**src/rtl/riscv_ctrl_pkg.sv**
```systemverilog
// Shared control-transfer definitions for the RV32I execute stage:
// FSM states, PC step, JALR alignment mask and flush-counter sizing.
package riscv_ctrl_pkg;

    typedef enum logic [1:0] {
        ST_IDLE  = 2'd0,
        ST_REDIR = 2'd1,
        ST_FLUSH = 2'd2
    } ctrl_state_e;

    localparam logic [31:0] PC_STEP         = 32'd4;
    localparam logic [31:0] ALIGN_MASK_JALR = ~32'd1;

    localparam int FLUSH_CYCLES_MAX = 7;

    // Counter must hold FLUSH_CYCLES itself, so size for value+1 states.
    function automatic int flush_cnt_width(input int cycles);
        return (cycles < 1) ? 1 : $clog2(cycles + 1);
    endfunction

    localparam int FLUSH_CNT_W_MAX = flush_cnt_width(FLUSH_CYCLES_MAX);

endpackage

```
**src/rtl/jump_redirect_ctrl_if.sv**
```systemverilog
// PC redirect channel from execute to fetch. redirect_pc is stable while
// redirect_valid is high; transfer happens on redirect_valid & redirect_ready.
interface jump_redirect_ctrl_if #(
    parameter int XLEN = 32
);
    logic            redirect_valid;
    logic [XLEN-1:0] redirect_pc;
    logic            redirect_ready;

    modport master (
        output redirect_valid,
        output redirect_pc,
        input  redirect_ready
    );

    modport slave (
        input  redirect_valid,
        input  redirect_pc,
        output redirect_ready
    );
endinterface

```
**src/rtl/jump_target_calc.sv**
```systemverilog
// Combinational target/link generator for JAL, JALR and conditional branches.
module jump_target_calc
    import riscv_ctrl_pkg::*;
#(
    parameter int XLEN = 32
) (
    input  logic            is_jalr,
    input  logic [XLEN-1:0] pc,
    input  logic [XLEN-1:0] pc_offset,
    input  logic [XLEN-1:0] jalr_base,
    input  logic [XLEN-1:0] jalr_imm,
    output logic [XLEN-1:0] target,
    output logic            misaligned,
    output logic [XLEN-1:0] link
);

    always_comb begin
        target = pc + pc_offset;
        if (is_jalr) begin
            target = (jalr_base + jalr_imm) & XLEN'(ALIGN_MASK_JALR);
        end
        // No compressed ISA: any target with bit 1 set is misaligned.
        misaligned = target[1];
        link       = pc + XLEN'(PC_STEP);
    end

endmodule

```
**src/rtl/jump_redirect_ctrl.sv**
```systemverilog
// Execute-stage control-transfer sequencer: registers the target, issues the
// redirect, holds EX until accepted, then squashes IF/ID for FLUSH_CYCLES.
module jump_redirect_ctrl
    import riscv_ctrl_pkg::*;
#(
    parameter int FLUSH_CYCLES = 2,
    parameter int XLEN         = 32
) (
    input  logic                clk,
    input  logic                rst_n,
    input  logic                ex_valid,
    input  logic                ex_is_jal,
    input  logic                ex_is_jalr,
    input  logic                ex_is_branch,
    input  logic                branch_taken,
    input  logic [XLEN-1:0]     ex_pc,
    input  logic [XLEN-1:0]     pc_offset,
    input  logic [XLEN-1:0]     jalr_base,
    input  logic [XLEN-1:0]     jalr_imm,
    jump_redirect_ctrl_if.master redir,
    output logic                ex_hold,
    output logic                kill_id,
    output logic                link_we,
    output logic [XLEN-1:0]     link_data,
    output logic                misalign_trap,
    output logic [XLEN-1:0]     trap_pc,
    output logic [31:0]         redirect_count,
    output ctrl_state_e         dbg_state
);

    localparam int CNT_W = flush_cnt_width(FLUSH_CYCLES);

    ctrl_state_e      state_q, state_d;
    logic [CNT_W-1:0] cnt_q, cnt_d;
    logic [XLEN-1:0]  redirect_pc_q, redirect_pc_d;
    logic [31:0]      redirect_count_q, redirect_count_d;

    logic [XLEN-1:0]  target;
    logic             misaligned;
    logic             is_xfer;
    logic             take;
    logic             take_ok;

    jump_target_calc #(.XLEN(XLEN)) u_calc (
        .is_jalr    (ex_is_jalr),
        .pc         (ex_pc),
        .pc_offset  (pc_offset),
        .jalr_base  (jalr_base),
        .jalr_imm   (jalr_imm),
        .target     (target),
        .misaligned (misaligned),
        .link       (link_data)
    );

    // EX inputs are wrong-path during FLUSH, so takes are honoured in IDLE only.
    assign is_xfer = ex_is_jal | ex_is_jalr | (ex_is_branch & branch_taken);
    assign take    = ex_valid & ~ex_hold & is_xfer & (state_q == ST_IDLE);
    assign take_ok = take & ~misaligned;

    assign ex_hold        = (state_q == ST_REDIR);
    assign kill_id        = (state_q == ST_FLUSH);
    assign link_we        = take_ok & (ex_is_jal | ex_is_jalr);
    assign misalign_trap  = take & misaligned;
    assign trap_pc        = target;
    assign redir.redirect_valid = (state_q == ST_REDIR);
    assign redir.redirect_pc    = redirect_pc_q;
    assign redirect_count = redirect_count_q;
    assign dbg_state      = state_q;

    always_comb begin
        state_d          = state_q;
        cnt_d            = cnt_q;
        redirect_pc_d    = redirect_pc_q;
        redirect_count_d = redirect_count_q;
        unique case (state_q)
            ST_IDLE: begin
                if (take_ok) begin
                    state_d       = ST_REDIR;
                    redirect_pc_d = target;
                end
            end
            ST_REDIR: begin
                if (redir.redirect_ready) begin
                    state_d          = ST_FLUSH;
                    cnt_d            = CNT_W'(FLUSH_CYCLES);
                    redirect_count_d = redirect_count_q + 32'd1;
                end
            end
            ST_FLUSH: begin
                if (cnt_q <= CNT_W'(1)) begin
                    state_d = ST_IDLE;
                    cnt_d   = '0;
                end else begin
                    cnt_d = cnt_q - CNT_W'(1);
                end
            end
            default: begin
                state_d = ST_IDLE;
                cnt_d   = '0;
            end
        endcase
    end

    always_ff @(posedge clk or negedge rst_n) begin
        if (!rst_n) begin
            state_q          <= ST_IDLE;
            cnt_q            <= '0;
            redirect_pc_q    <= '0;
            redirect_count_q <= '0;
        end else begin
            state_q          <= state_d;
            cnt_q            <= cnt_d;
            redirect_pc_q    <= redirect_pc_d;
            redirect_count_q <= redirect_count_d;
        end
    end

endmodule

```
**src/flat_wrapper.sv**
```systemverilog
// flat-port wrapper written by rule: the top's interface ports become plain ports
module jump_redirect_ctrl_flat import riscv_ctrl_pkg::*;
#(
    parameter int FLUSH_CYCLES = 2,
    parameter int XLEN         = 32
)
  (clk, rst_n, ex_valid, ex_is_jal, ex_is_jalr, ex_is_branch, branch_taken, ex_pc, pc_offset, jalr_base, jalr_imm, ex_hold, kill_id, link_we, link_data, misalign_trap, trap_pc, redirect_count, dbg_state, redir_redirect_valid, redir_redirect_pc, redir_redirect_ready);
  jump_redirect_ctrl_if #(.XLEN(XLEN)) redir_i ();
  input  logic clk;
  input  logic rst_n;
  input  logic ex_valid;
  input  logic ex_is_jal;
  input  logic ex_is_jalr;
  input  logic ex_is_branch;
  input  logic branch_taken;
  input  logic [XLEN-1:0] ex_pc;
  input  logic [XLEN-1:0] pc_offset;
  input  logic [XLEN-1:0] jalr_base;
  input  logic [XLEN-1:0] jalr_imm;
  output logic ex_hold;
  output logic kill_id;
  output logic link_we;
  output logic [XLEN-1:0] link_data;
  output logic misalign_trap;
  output logic [XLEN-1:0] trap_pc;
  output logic [31:0] redirect_count;
  output ctrl_state_e dbg_state;
  output wire logic [$bits(redir_i.redirect_valid)-1:0] redir_redirect_valid;
  output wire logic [$bits(redir_i.redirect_pc)-1:0] redir_redirect_pc;
  input wire logic [$bits(redir_i.redirect_ready)-1:0] redir_redirect_ready;
  assign redir_redirect_valid = redir_i.redirect_valid;
  assign redir_redirect_pc = redir_i.redirect_pc;
  assign redir_i.redirect_ready = redir_redirect_ready;
  jump_redirect_ctrl #(.FLUSH_CYCLES(FLUSH_CYCLES), .XLEN(XLEN)) u_core (.clk(clk), .rst_n(rst_n), .ex_valid(ex_valid), .ex_is_jal(ex_is_jal), .ex_is_jalr(ex_is_jalr), .ex_is_branch(ex_is_branch), .branch_taken(branch_taken), .ex_pc(ex_pc), .pc_offset(pc_offset), .jalr_base(jalr_base), .jalr_imm(jalr_imm), .redir(redir_i), .ex_hold(ex_hold), .kill_id(kill_id), .link_we(link_we), .link_data(link_data), .misalign_trap(misalign_trap), .trap_pc(trap_pc), .redirect_count(redirect_count), .dbg_state(dbg_state));
endmodule
```
**config.mk**
```make
export PLATFORM = sky130hd
export DESIGN_NAME = jump_redirect_ctrl_flat
export DESIGN_NICKNAME = d
export VERILOG_FILES = /design/src/rtl/riscv_ctrl_pkg.sv /design/src/rtl/jump_redirect_ctrl_if.sv /design/src/rtl/jump_target_calc.sv /design/src/rtl/jump_redirect_ctrl.sv /design/src/flat_wrapper.sv
export SDC_FILE = /design/constraint.sdc
export NUM_CORES = 1
export LEC_CHECK = 0
export ABC_AREA = 1
export BUFFER_PORTS_ARGS = -buffer_cell sky130_fd_sc_hd__buf_4
export CORE_ASPECT_RATIO = 2
export CORE_MARGIN = 3
export CORE_UTILIZATION = 40
export CTS_BUF_LIST = sky130_fd_sc_hd__clkbuf_16
export DETAILED_ROUTE_END_ITERATION = 12
export GPL_ROUTABILITY_DRIVEN = 0
export PLACE_DENSITY = 0.73
export SYNTH_ARGS = -nofsm -noshare
export SYNTH_HDL_FRONTEND = slang
export SYNTH_HIERARCHICAL = 1
export SYNTH_SLANG_ARGS = --single-unit
```
**constraint.sdc**
```tcl
create_clock -name clk -period 3.1 [get_ports clk]
set_clock_uncertainty 0.2 [all_clocks]
set_input_delay 0.31 -clock clk [delete_from_list [all_inputs] [get_ports clk]]
set_output_delay 0.31 -clock clk [all_outputs]
set_load 0.1 [all_outputs]
```
### Word level (Yosys, flattened, before mapping)

Index checks and enable logic that the tools add are counted.

| operators by class | value |
|---|---|
| order comparisons | 1 |
| mux-type cells | 7 |
| add/subtract/negate cells | 5 |
| reductions and logical operators | 5 |
| equal/unequal tests | 5 |
| bitwise operators | 12 |

Operators by type and width:

| kind | count |
|---|---|
| 32-bit adder | 2 |
| 32-bit by 1-bit adder with 32-bit output, second input constant | 1 |
| 32-bit by 3-bit adder with 32-bit output, second input constant | 1 |
| 32-bit two-way mux | 1 |
| 2-bit case mux with 3 select lines | 2 |
| 2-bit two-way mux | 4 |
| 1-bit AND | 7 |
| 2-bit AND reduction | 3 |
| 2-bit by 1-bit != test with 1-bit output, second input constant | 2 |
| 1-bit inverter | 3 |
| 3-bit AND reduction | 1 |
| 2-bit by 1-bit equality test with 1-bit output, second input constant | 1 |
| 2-bit equality test, second input constant | 1 |
| 2-bit by 1-bit <= comparator with 1-bit output, second input constant | 1 |
| 2-bit zero test | 1 |
| 2-bit != test, second input constant | 1 |
| 1-bit OR | 2 |
| 2-bit by 1-bit subtractor with 2-bit output, second input constant | 1 |

| word-level totals | value |
|---|---|
| register bits | 68 |
| input port bits | 136 |
| logic and storage cells | 39 |
| output and inout port bits | 135 |

### Longest topological paths before layout

Gate-level depths: netlist of the first run.

| depth | value |
|---|---|
| word-level depth | 8 |
| mapped depth | 16 |
| depth with buffers taken out | 16 |

### Cells and area by module

Netlist of the first run, hierarchy kept.

Modules (own cells, without submodules):

| module | instances | cells an instance | area an instance (µm²) | seq. area each (µm²) |
|---|---|---|---|---|
| jump_target_calc | 1 | 1197 | 5708.0 | 0.0 |
| jump_redirect_ctrl | 1 | 384 | 3355.7 | 1701.6 |

### Least setup slack after synthesis of the first run

Ideal clock, no wire load.

| path | value |
|---|---|
| path kind | reg2out |
| from | register u_core.state_q[1] (netlist: u_core/dbg_state[1]) |
| to | output link_we |
| data required time | 2.590 ns |
| buffers on the path | 1 |
| data arrival time | 3.835 ns |
| path slack | -1.245 ns |
| stages on the path, launching flop included | 8 |
| cell sequence | dfrtp_1 > inv_1 > ha_1 > inv_2 > and3_1 > nand3_2 > clkbuf_2 > a21oi_1 |

| between the ends | value |
|---|---|
| longest elaborated chain between the ends | 7 |
| elaborated cells between the ends (all ways) | 8 |
| those cells by class | eq/ne (1); bitwise (6); reduce/logical (1) |

Ends and longest elaborated chain:

| element | line | text |
|---|---|---|
| start: declaration | jump_redirect_ctrl.sv:33 | `ctrl_state_e state_q, state_d;` |
| start signal: assignment | jump_redirect_ctrl.sv:111 | `state_q <= state_d;` |
| 2-bit by 1-bit equality test with 1-bit output | jump_redirect_ctrl.sv:60 | `assign ex_hold = (state_q == ST_REDIR);` |
| net ex_hold | flat_wrapper.sv:20 | `output logic ex_hold;` |
| 1-bit inverter | jump_redirect_ctrl.sv:57 | `assign take = ex_valid & ~ex_hold & is_xfer & (state_q == ST_IDLE);` |
| 1-bit AND (3 in a row) | jump_redirect_ctrl.sv:57 |  |
| 1-bit AND | jump_redirect_ctrl.sv:58 | `assign take_ok = take & ~misaligned;` |
| 1-bit AND | jump_redirect_ctrl.sv:62 | `assign link_we = take_ok & (ex_is_jal \| ex_is_jalr);` |
| end: declaration | flat_wrapper.sv:22 | `output logic link_we;` |

The timed path passes the listed nets, and every way through them passes these cells.

### Worst setup path after layout of the first run

| path | value |
|---|---|
| from | input pc_offset[0] |
| to | output trap_pc[20] |

| between the ends | value |
|---|---|
| longest elaborated chain between the ends | 2 |

Ends and longest elaborated chain:

| element | line | text |
|---|---|---|
| start: declaration | flat_wrapper.sv:17 | `input logic [XLEN-1:0] pc_offset;` |
| 32-bit adder | jump_target_calc.sv:18 | `target = pc + pc_offset;` |
| 32-bit two-way mux | jump_target_calc.sv:19 | `if (is_jalr) begin` |
| end: declaration | flat_wrapper.sv:25 | `output logic [XLEN-1:0] trap_pc;` |

No other way between the ends.

==> impl_metrics.ini, run 1 <==
[yosys]
synthesis.area_sq_um = 9060
ys_seq_elements = 68
ys_seq_area_share_pct = 18.8
synth_simple_gate_area_share_pct = 44.0
xor_xnor_cell_area_share_of_the_yosys_netlist_pct = 5.70
syn_area_per_cell_sq_um = 5.73
post_synth_fa_ha_maj_area_fraction_pct = 9.69
post_synth_inst_count = 1581
synth_fp_nets = 1786
synthesis.yosys.warnings = 6
main_combinational_cell_family_by_area_after_synthesis = simple AND/OR/NAND/NOR gates
synth.area.mux_share_pct = 0
synth_area_in_compound_gates_pct = 7.56
synth.distinct_cells = 41

[global_route]
antenna_found_initial = 0
globalRouteTotalUtil_pct = 24.4
grt_first_pass_wirelength_microns = 48400
overflow = 0
pin_count_of_the_biggest_net_entering_global_routing = 69
via_count_of_the_first_global_routing_pass = 10092

[detailed_routing]
num_vias = 10587
detail_route.iter0.violations = 708
routedWlPerCell_microns = 14.8
drtAntennaViolNets = 0
drt_first_pass_iters = 5
wire_length_reported_by_the_detailed_router_microns = 31400
route.detailed.drc = 0
via_per_inst = 4.97

[job]
maxCapViolCount = 0

[setup_path]
worstSetupPathType = in -> out
critical_path.max_fanout = 4
crit_path_cell_trace = buf_4, ha_1, fa_1, nand3_1, nand3_1, buf_4, nand3_1, nand3_1, nand2_1, nand2_1, nand2_1, nand3_1, o21ai_2, buf_4
cp.buffers_inverters = 3
cp.required_ns = 2.59
critical_path.top_delay_family = adder cells
timing.critical_path.to_type = primary output
timing.reg2reg.worst_path_depth = 9
crit_path_max_incr_delay_ns = 0.45
timing.critical_path.depth = 14
cp_common_cell = sky130_fd_sc_hd__nand3_1
critical-path-slowest-cell = sky130_fd_sc_hd__fa_1
setup.worst_path.start_class = input pin
ff2ff_setup_slack_ns = 1.08
critical_path_arrival_ns = 2.39

[clocking]
cts-buffers-inserted = 9
clock_insertion_delay_worst_skew_ns = 0.33
cts_max_path_buffers = 2
ctsHoldBuffers = 1
post_cts_buffers = 0
clock-sinks = 68
clk_pin_slew_worst_paths_ns = 0.05
clockRootBuffer = sky130_fd_sc_hd__clkbuf_16
ctsResizeCount = 0
cts_tree = built
h_tree_lvls = 3

[placed_design]
dpl.cell_count = 2112
half_perimeter_wire_length_after_detailed_placement_microns = 27200
numPortBuffers = 270

[finish]
layout.cells.most_common = sky130_fd_sc_hd__nand2_1
synthToLayoutAreaGrowth_pct = 29.3
final-instance-count-excl-fill = 2129
post-route-util_pct = 52.9
antenna_cells = 0
drive_above_1_share_pct = 19.0
num-nets-final = 2053
final_cell_mix = 603 x sky130_fd_sc_hd__nand2_1, 314 x sky130_fd_sc_hd__inv_1, 272 x sky130_fd_sc_hd__buf_4, 115 x sky130_fd_sc_hd__nor2_1, 100 x sky130_fd_sc_hd__nand3_1

[worst_hold_path]
hold_path_class = in -> reg
holdPathStages = 4

[timing]
hold_viol = 0
slew_headroom_pct = 42.1
totalNegativeSetupSlack_ns = 0
final.period_utilization_pct = 93.5
highest_clock_rate_mhz = 345
finalSetupViolations = 0
final-max-slew-violation-count = 0
unrepaired_setup_endpoints_after_global_routing = no
final.min_clock_period_ns = 2.90
tightest_slew_ns = 0.868

[floorplanning]
rows = 77
die_w_microns = 112
design.portCount = 271
placeableCoreArea_sq_um = 22200
initial_core_util_pct = 40.9
fp.dieH_microns = 219
die-area_sq_um = 24600

[status]
status = completed

[pwr]
worst_ir_drop_vdd_mv = 0.930
leakage_nw = 7.22
final_power_mw = 7.05
power_per_cell_area_nw_per_um2 = 601
sequential cells by signal, indices dropped and copies added, names as in the netlist:
register	cells
u_core/cnt_q	2
u_core/redir.redirect_pc	32
u_core/redirect_count	32
u_core/dbg_state	2
Yosys cell counts:
master                     number  share of area (%)
sky130_fd_sc_hd__inv_1        312                 13
sky130_fd_sc_hd__nand3_4        1               0.19
sky130_fd_sc_hd__o211ai_1       1              0.083
sky130_fd_sc_hd__nand3b_4       1               0.22
sky130_fd_sc_hd__nor2_2         6               0.41
sky130_fd_sc_hd__o21ai_0       35                1.9
sky130_fd_sc_hd__and2_1         1              0.069
sky130_fd_sc_hd__nor3_2         1               0.11
sky130_fd_sc_hd__o21ai_1       30                1.7
sky130_fd_sc_hd__nor4_2         1               0.14
sky130_fd_sc_hd__a21boi_0       1              0.083
sky130_fd_sc_hd__nand3b_2       1               0.12
sky130_fd_sc_hd__clkbuf_1       3               0.12
sky130_fd_sc_hd__nor2_8         3               0.66
sky130_fd_sc_hd__nand2_2       14               0.97
sky130_fd_sc_hd__nand3_1      100                5.5
sky130_fd_sc_hd__and3_1         3               0.21
sky130_fd_sc_hd__a21o_1         3               0.25
sky130_fd_sc_hd__nor3_4         2               0.36
sky130_fd_sc_hd__nand2_4        3               0.37
sky130_fd_sc_hd__buf_4          7               0.58
sky130_fd_sc_hd__buf_2          2               0.11
sky130_fd_sc_hd__a21oi_1       57                3.1
sky130_fd_sc_hd__clkbuf_2       2               0.11
sky130_fd_sc_hd__nand2_1      603                 25
sky130_fd_sc_hd__ha_1          67                9.2
sky130_fd_sc_hd__xor2_1        35                3.4
sky130_fd_sc_hd__buf_6          1               0.12
sky130_fd_sc_hd__buf_1          3               0.12
sky130_fd_sc_hd__o21bai_1       5               0.41
sky130_fd_sc_hd__nor2_1       116                4.8
sky130_fd_sc_hd__nand3_2        4               0.44
sky130_fd_sc_hd__xnor2_1       24                2.3
sky130_fd_sc_hd__fa_1           2               0.44
sky130_fd_sc_hd__dfrtp_1       68                 19
sky130_fd_sc_hd__nand3b_1      10               0.83
sky130_fd_sc_hd__nor3_1        16               0.88
sky130_fd_sc_hd__or2_2          1              0.069
sky130_fd_sc_hd__nand4_1       24                1.7
sky130_fd_sc_hd__inv_2          4               0.17
sky130_fd_sc_hd__nor2_4         8               0.99
metrics by stage:
stage / area, sq um / setup WS (ns) / hold WS [ns]
6_report: 11700 / 0.202 / 0.171
3_3_place_gp: 11400 / 0.217 / 0.270
3_5_place_dp: 11400 / 0.202 / 0.277
5_1_grt: 11700 / 0.0681 / 0.180
4_1_cts: 11700 / 0.199 / 0.141
2_1_floorplan: 9150 / -0.133 / -0.186
power breakdown:
group	switching (mW)	internal, mW	total (mW)
Sequential	0.161	1.12	1.28
Combinational	3.78	1.07	4.85
Clock	0.389	0.529	0.918
worst reg2reg max path, stage by stage, from the launching register on:
cell and delay (ns):
sky130_fd_sc_hd__dfrtp_2 0.43, sky130_fd_sc_hd__inv_1 0.12, sky130_fd_sc_hd__ha_2 0.25, sky130_fd_sc_hd__inv_2 0.06, sky130_fd_sc_hd__and3_1 0.16, sky130_fd_sc_hd__nand3_2 0.12, sky130_fd_sc_hd__buf_12 0.27, sky130_fd_sc_hd__nand2_1 0.15
sky130_fd_sc_hd__nand3_1 0.10, sky130_fd_sc_hd__nand2_1 0.06
per-layer routing:
metal / routed length (microns) / up-vias / GRT usage [%]
met3: 1380 / 108 / 3.20
li1: - / 5380 / -
met5: 0 / - / 0
met1: 10500 / 4765 / 22.8
met2: 17800 / 334 / 49.3
met4: 1790 / 0 / 13.7
final cells by class:
class	count	area, sq um
Timing Repair Buffer	274	2070
Multi-Input combinational cell	1179	6150
Sequential cell	68	1700
Inverter	316	1190
Clock inverter	7	36.3
Fill cell	2345	10400
Clock buffer	9	225
Tap cell	276	345
final timing paths:
check	startpoint	endpoint
setup reg to reg	u_core/dbg_state[1]$_DFFE_PN0P_	u_core/dbg_state[1]$_DFFE_PN0P_
max in group asynchronous	rst_n	u_core/dbg_state[1]$_DFFE_PN0P_
min in group asynchronous	rst_n	u_core/redirect_count[27]$_DFFE_PN0P_
setup / recovery	pc_offset[0]	trap_pc[20]
hold / removal	redir_redirect_ready	u_core/cnt_q[1]$_DFFE_PN0P_
hold reg to reg	u_core/redir.redirect_pc[4]$_DFFE_PN0P_	u_core/redir.redirect_pc[4]$_DFFE_PN0P_
cell families after synthesis:
| family | Yosys count |
|---|---|
| xor+xnor | 59 |
| simple gates | 919 |
| compound gates | 132 |
| fa+ha+maj | 69 |
| flops | 68 |
| buf+inv | 334 |
Note: power is estimated with default switching activity, not from simulation.
==> run 2: changes to the inputs <==
--- a/config.mk
+++ b/config.mk
@@ -9,12 +9,13 @@
 export BUFFER_PORTS_ARGS = -buffer_cell sky130_fd_sc_hd__buf_4
 export CORE_ASPECT_RATIO = 2
 export CORE_MARGIN = 3
-export CORE_UTILIZATION = 40
+export CORE_UTILIZATION = 58
 export CTS_BUF_LIST = sky130_fd_sc_hd__clkbuf_16
 export DETAILED_ROUTE_END_ITERATION = 12
 export GPL_ROUTABILITY_DRIVEN = 0
-export PLACE_DENSITY = 0.73
+export PLACE_DENSITY = 0.95
 export SYNTH_ARGS = -nofsm -noshare
 export SYNTH_HDL_FRONTEND = slang
 export SYNTH_HIERARCHICAL = 1
 export SYNTH_SLANG_ARGS = --single-unit
+export TNS_END_PERCENT = 1
==> impl_metrics.ini, run 2 (synthesis results as in run 1) <==
[status]
status = complete, but fails checks
violations = DRC

[detailed_routing]
num_vias = 11160
routedWlPerCell_microns = 15.1
drt_first_pass_iters = 12
wire_length_reported_by_the_detailed_router_microns = 31000
route.detailed.drc = 1
via_per_inst = 5.45
drtAntennaViolNets = 0
detail_route.iter0.violations = 734

[timing]
unrepaired_setup_endpoints_after_global_routing = no
final.min_clock_period_ns = 2.97
highest_clock_rate_mhz = 336
hold_viol = 0
hold_ws_ns = 0.155
final.period_utilization_pct = 95.9
final-max-slew-violation-count = 0
slew_headroom_pct = 41.1
finalSetupViolations = 0
tightest_slew_ns = 0.883

[clocking]
clockRootBuffer = sky130_fd_sc_hd__clkbuf_16
h_tree_lvls = 3
cts_tree = built
clk_pin_slew_worst_paths_ns = 0.06
clock_insertion_delay_worst_skew_ns = 0.34
post_cts_buffers = 0
clock-sinks = 68
cts-buffers-inserted = 9
cts_max_path_buffers = 2

[setup_path]
timing.rr.start = u_core/dbg_state[1]$_DFFE_PN0P_
timing.rr.end = u_core/dbg_state[1]$_DFFE_PN0P_
worstSetupPathType = in -> out
critical_path.max_fanout = 4
worstSetupStartpoint = pc_offset[0]
setup.worst_path.start_class = input pin
timing.reg2reg.worst_path_depth = 10
critical_path_arrival_ns = 2.46
cp.required_ns = 2.59
ff2ff_setup_slack_ns = 0.89
timing.critical_path.to_type = primary output

[finish]
antenna_cells = 0
final-instance-count-excl-fill = 2048
synthToLayoutAreaGrowth_pct = 27.3
layout.cells.most_common = sky130_fd_sc_hd__nand2_1
final_cell_mix = 603 x sky130_fd_sc_hd__nand2_1, 313 x sky130_fd_sc_hd__inv_1, 267 x sky130_fd_sc_hd__buf_4, 115 x sky130_fd_sc_hd__nor2_1, 100 x sky130_fd_sc_hd__nand3_1
drive_above_1_share_pct = 18.2
design_area_sq_um = 11500
num-nets-final = 2051

[worst_hold_path]
holdPathStages = 4
hold_path_class = in -> reg
hold_path_end = u_core/redirect_count[1]$_DFFE_PN0P_
hold_start = redir_redirect_ready

[placed_design]
placed_area_sq_um = 11300
half_perimeter_wire_length_after_detailed_placement_microns = 25600
numPortBuffers = 270
dpl.cell_count = 2032

[global_route]
overflow = 0
grt_first_pass_wirelength_microns = 48900
pin_count_of_the_biggest_net_entering_global_routing = 69
via_count_of_the_first_global_routing_pass = 10975
globalRouteTotalUtil_pct = 35.5
antenna_found_initial = 0

[floorplanning]
die-area_sq_um = 17300
placeableCoreArea_sq_um = 15300
rows = 64
die_w_microns = 94.4
initial_core_util_pct = 59.3
fp.dieH_microns = 183
design.portCount = 271

[pwr]
worst_ir_drop_vdd_mv = 0.772
power_per_cell_area_nw_per_um2 = 613
leakage_nw = 7.17

[job]
maxCapViolCount = 0
run 2: cell types whose count changed in the layout (fill, tap and decap cells not counted), moves of 2 or more:
| cell | before | now |
|---|---|---|
| sky130_fd_sc_hd__xor2_2 | 2 | 0 |
| sky130_fd_sc_hd__xnor2_1 | 20 | 24 |
| sky130_fd_sc_hd__buf_4 | 272 | 267 |
| sky130_fd_sc_hd__buf_6 | 0 | 3 |
| sky130_fd_sc_hd__xnor2_2 | 4 | 0 |
| sky130_fd_sc_hd__o21ai_0 | 25 | 28 |
| sky130_fd_sc_hd__xor2_1 | 33 | 35 |
| sky130_fd_sc_hd__o21ai_2 | 6 | 0 |
| sky130_fd_sc_hd__o21ai_1 | 34 | 37 |
run 2: routing by layer:
metal  share of wire [%]  GRT usage (%)  vias to the layer above
met3                 7.4           5.54                      189
met1                  32           33.5                     4957
li1                    -              -                     5385
met4                 7.6           27.1                        0
met2                  53           65.9                      629
met5                   0              0                        -
run 2: cell type report:
| type | instances | area [sq um] |
|---|---|---|
| multi-input combinational | 1179 | 6080 |
| fill | 1261 | 3760 |
| timing repair buffer | 272 | 2070 |
| sequential | 68 | 1700 |
| inverter | 316 | 1190 |
| tap | 198 | 248 |
| clock buffer | 9 | 225 |
| clock inverter | 6 | 33.8 |
run 2: repair_timing:
action | in CTS | in global routing
gates resized for setup | 0 | 3
endpoints found under the setup margin | 0 | 3
hold buffers | 1 | 0
endpoints found under the hold margin | 68 | 0
run 2: how the worst max path moves through the flow:
stage | to | cells past startpoint
after floorplan | u_core/redir.redirect_pc[9]$_DFFE_PN0P_ | 12
after global placement | trap_pc[12] | 11
after detailed placement | trap_pc[14] | 13
after CTS | trap_pc[14] | 13
after global routing | trap_pc[12] | 11
final | trap_pc[14] | 13
run 2: worst max-delay path, cell delays in order:
cell	delay, ns
sky130_fd_sc_hd__buf_4	0.11
sky130_fd_sc_hd__ha_1	0.26
sky130_fd_sc_hd__fa_1	0.45
sky130_fd_sc_hd__nand3_1	0.10
sky130_fd_sc_hd__nand3_1	0.15
sky130_fd_sc_hd__nand2_1	0.09
sky130_fd_sc_hd__nand2_1	0.07
sky130_fd_sc_hd__nand2_1	0.06
sky130_fd_sc_hd__nand2_1	0.11
sky130_fd_sc_hd__a21oi_1	0.14
sky130_fd_sc_hd__o21ai_0	0.14
sky130_fd_sc_hd__o21ai_1	0.19
sky130_fd_sc_hd__buf_6	0.27
run 2: power breakdown:
part | switching [mW] | internal (mW) | leakage [nW]
combinational | 3.79 | 1.06 | 6.15
clock | 0.406 | 0.529 | 0.128
sequential | 0.167 | 1.12 | 0.892
run 2: stage by stage:
step                      total power, mW  TNS, ns  setup slack [ns]  utilization, %
after floorplan                      4.98    -9.09            -0.787               -
after global placement               6.01        0             0.194            73.6
after detailed placement             6.10        0             0.121            73.6
after CTS                            7.05        0             0.113            75.4
after global routing                 7.39        0            0.0241            75.4
final                                7.08        0             0.127            75.4
==> run 3: changes to the inputs <==
--- a/config.mk
+++ b/config.mk
@@ -9,13 +9,12 @@
 export BUFFER_PORTS_ARGS = -buffer_cell sky130_fd_sc_hd__buf_4
 export CORE_ASPECT_RATIO = 2
 export CORE_MARGIN = 3
-export CORE_UTILIZATION = 58
+export CORE_UTILIZATION = 49
 export CTS_BUF_LIST = sky130_fd_sc_hd__clkbuf_16
 export DETAILED_ROUTE_END_ITERATION = 12
 export GPL_ROUTABILITY_DRIVEN = 0
-export PLACE_DENSITY = 0.95
+export PLACE_DENSITY = 0.88
 export SYNTH_ARGS = -nofsm -noshare
 export SYNTH_HDL_FRONTEND = slang
 export SYNTH_HIERARCHICAL = 1
 export SYNTH_SLANG_ARGS = --single-unit
-export TNS_END_PERCENT = 1
==> constraint.sdc (replaced) <==
create_clock -name clk -period 2.7 [get_ports clk]
set_clock_uncertainty 0.2 [all_clocks]
set_input_delay 0.27 -clock clk [delete_from_list [all_inputs] [get_ports clk]]
set_output_delay 0.27 -clock clk [all_outputs]
set_load 0.1 [all_outputs]
==> impl_metrics.ini, run 3 (synthesis results as in run 1) <==
[floorplanning]
fp.dieH_microns = 198
rows = 69
design.portCount = 271
die_w_microns = 102
die-area_sq_um = 20300
initial_core_util_pct = 50.5
placeableCoreArea_sq_um = 18000

[status]
status = completed

[clocking]
cts_max_path_buffers = 2
h_tree_lvls = 3
clock-sinks = 68
clockRootBuffer = sky130_fd_sc_hd__clkbuf_16
cts_tree = built
cts-buffers-inserted = 9
clk_pin_slew_worst_paths_ns = 0.05
clock_insertion_delay_worst_skew_ns = 0.34

[timing]
unrepaired_setup_endpoints_after_global_routing = yes
totalNegativeSetupSlack_ns = 0
highest_clock_rate_mhz = 381
final-max-slew-violation-count = 0
hold_viol = 0
final.period_utilization_pct = 97.2
finalSetupViolations = 0
tightest_slew_ns = 0.459
slew_headroom_pct = 69.4
final.min_clock_period_ns = 2.63

[finish]
antenna_cells = 0
drive_above_1_share_pct = 22.7
synthToLayoutAreaGrowth_pct = 35.8
num-nets-final = 2076
layout.cells.most_common = sky130_fd_sc_hd__nand2_1
final_cell_mix = 589 x sky130_fd_sc_hd__nand2_1, 314 x sky130_fd_sc_hd__inv_1, 272 x sky130_fd_sc_hd__buf_4, 110 x sky130_fd_sc_hd__nor2_1, 96 x sky130_fd_sc_hd__nand3_1
final-instance-count-excl-fill = 2089

[worst_hold_path]
hold_path_class = in -> reg
hold_start = redir_redirect_ready
holdPathStages = 4

[pwr]
worst_ir_drop_vdd_mv = 0.957
power_per_cell_area_nw_per_um2 = 696
leakage_nw = 7.48
final_power_mw = 8.56

[detailed_routing]
num_vias = 11051
route.detailed.drc = 0
via_per_inst = 5.29
detail_route.iter0.violations = 488
drt_first_pass_iters = 9
drtAntennaViolNets = 0
wire_length_reported_by_the_detailed_router_microns = 31800
routedWlPerCell_microns = 15.2

[global_route]
grt_first_pass_wirelength_microns = 48300
via_count_of_the_first_global_routing_pass = 10710
globalRouteTotalUtil_pct = 29.8
overflow = 0
antenna_found_initial = 0
pin_count_of_the_biggest_net_entering_global_routing = 66

[setup_path]
timing.critical_path.to_type = primary output
timing.rr.start = u_core/dbg_state[1]$_DFFE_PN0P_
timing.reg2reg.worst_path_depth = 10
cp.required_ns = 2.23
critical_path.max_fanout = 4
worstSetupStartpoint = ex_pc[8]
worstSetupPathType = in -> out
setup.worst_path.start_class = input pin
critical_path_arrival_ns = 2.16

[job]
maxCapViolCount = 0

[placed_design]
numPortBuffers = 270
half_perimeter_wire_length_after_detailed_placement_microns = 26200
dpl.cell_count = 2071
## run 3: changes by cell type in the layout (fill, tap and decap cells not counted), sizes merged
cell,previous run,this run
clkinv,3,2
bufinv,0,2
inv,317,318
buf,271,296
clkinvlp,2,1
## run 3: where the power goes
| part | switching [mW] | internal [mW] |
|---|---|---|
| Clock | 0.471 | 0.797 |
| Combinational | 4.43 | 1.38 |
| Sequential | 0.195 | 1.29 |
| Total | 5.09 | 3.47 |
## run 3: area by class of cell
| cell class | count | area [sq um] |
|---|---|---|
| repair buffers | 297 | 2450 |
| well taps | 213 | 267 |
| clock inverters | 7 | 83.8 |
| flip-flops and latches | 68 | 1700 |
| inverters | 316 | 1190 |
| fillers | 1542 | 5650 |
| clock buffers | 9 | 225 |
| multi-input cells | 1179 | 6390 |
## run 3: what timing repair did
item,4_1_cts,5_1_grt
setup endpoints to repair,1,23
resized for setup,1,81
pin swaps,0,3
buffers inserted,0,1
hold endpoints to repair,35,0
hold buffers,1,0
## run 3: layer usage
layer	up-vias	track usage, %	wire, microns
met5	-	0	0
met4	0	19.8	2210
met3	163	3.81	1780
met2	480	57.4	17600
met1	4980	27.9	10200
li1	5428	-	-
## run 3: through the flow
step / hold slack, ns / worst slack [ns] / area, sq um / util, %
after floorplan: -0.226 / -0.122 / 9290 / -
after global placement: 0.0459 / 0.0191 / 11700 / 65.0
after detailed placement: 0.0477 / -0.0377 / 11700 / 65.0
after CTS: 0.109 / 0.00572 / 12000 / 66.8
after global routing: 0.159 / -0.0223 / 12300 / 68.5
final: 0.128 / 0.0749 / 12300 / 68.5
## run 3: critical path, stage by stage
cell and delay (ns):
sky130_fd_sc_hd__buf_4 0.13, sky130_fd_sc_hd__ha_1 0.37, sky130_fd_sc_hd__nand2_1 0.12, sky130_fd_sc_hd__inv_1 0.07
sky130_fd_sc_hd__nand2_1 0.06, sky130_fd_sc_hd__nand2_1 0.07, sky130_fd_sc_hd__nand3b_1 0.25, sky130_fd_sc_hd__a21oi_1 0.18
sky130_fd_sc_hd__o21ai_0 0.11, sky130_fd_sc_hd__buf_4 0.16, sky130_fd_sc_hd__o21ai_2 0.09, sky130_fd_sc_hd__buf_6 0.26
## run 3: path summary, 6_finish.rpt
check                                                                 to  slack [ns]
worst max-delay path                                          trap_pc[9]        0.07
worst min-delay path                         u_core/cnt_q[1]$_DFFE_PN0P_        0.13
worst max register to register           u_core/dbg_state[1]$_DFFE_PN0P_        0.68
worst min register to register  u_core/redir.redirect_pc[24]$_DFFE_PN0P_        0.30
max in group asynchronous       u_core/redir.redirect_pc[17]$_DFFE_PN0P_        1.42
min in group asynchronous          u_core/redirect_count[10]$_DFFE_PN0P_        0.22
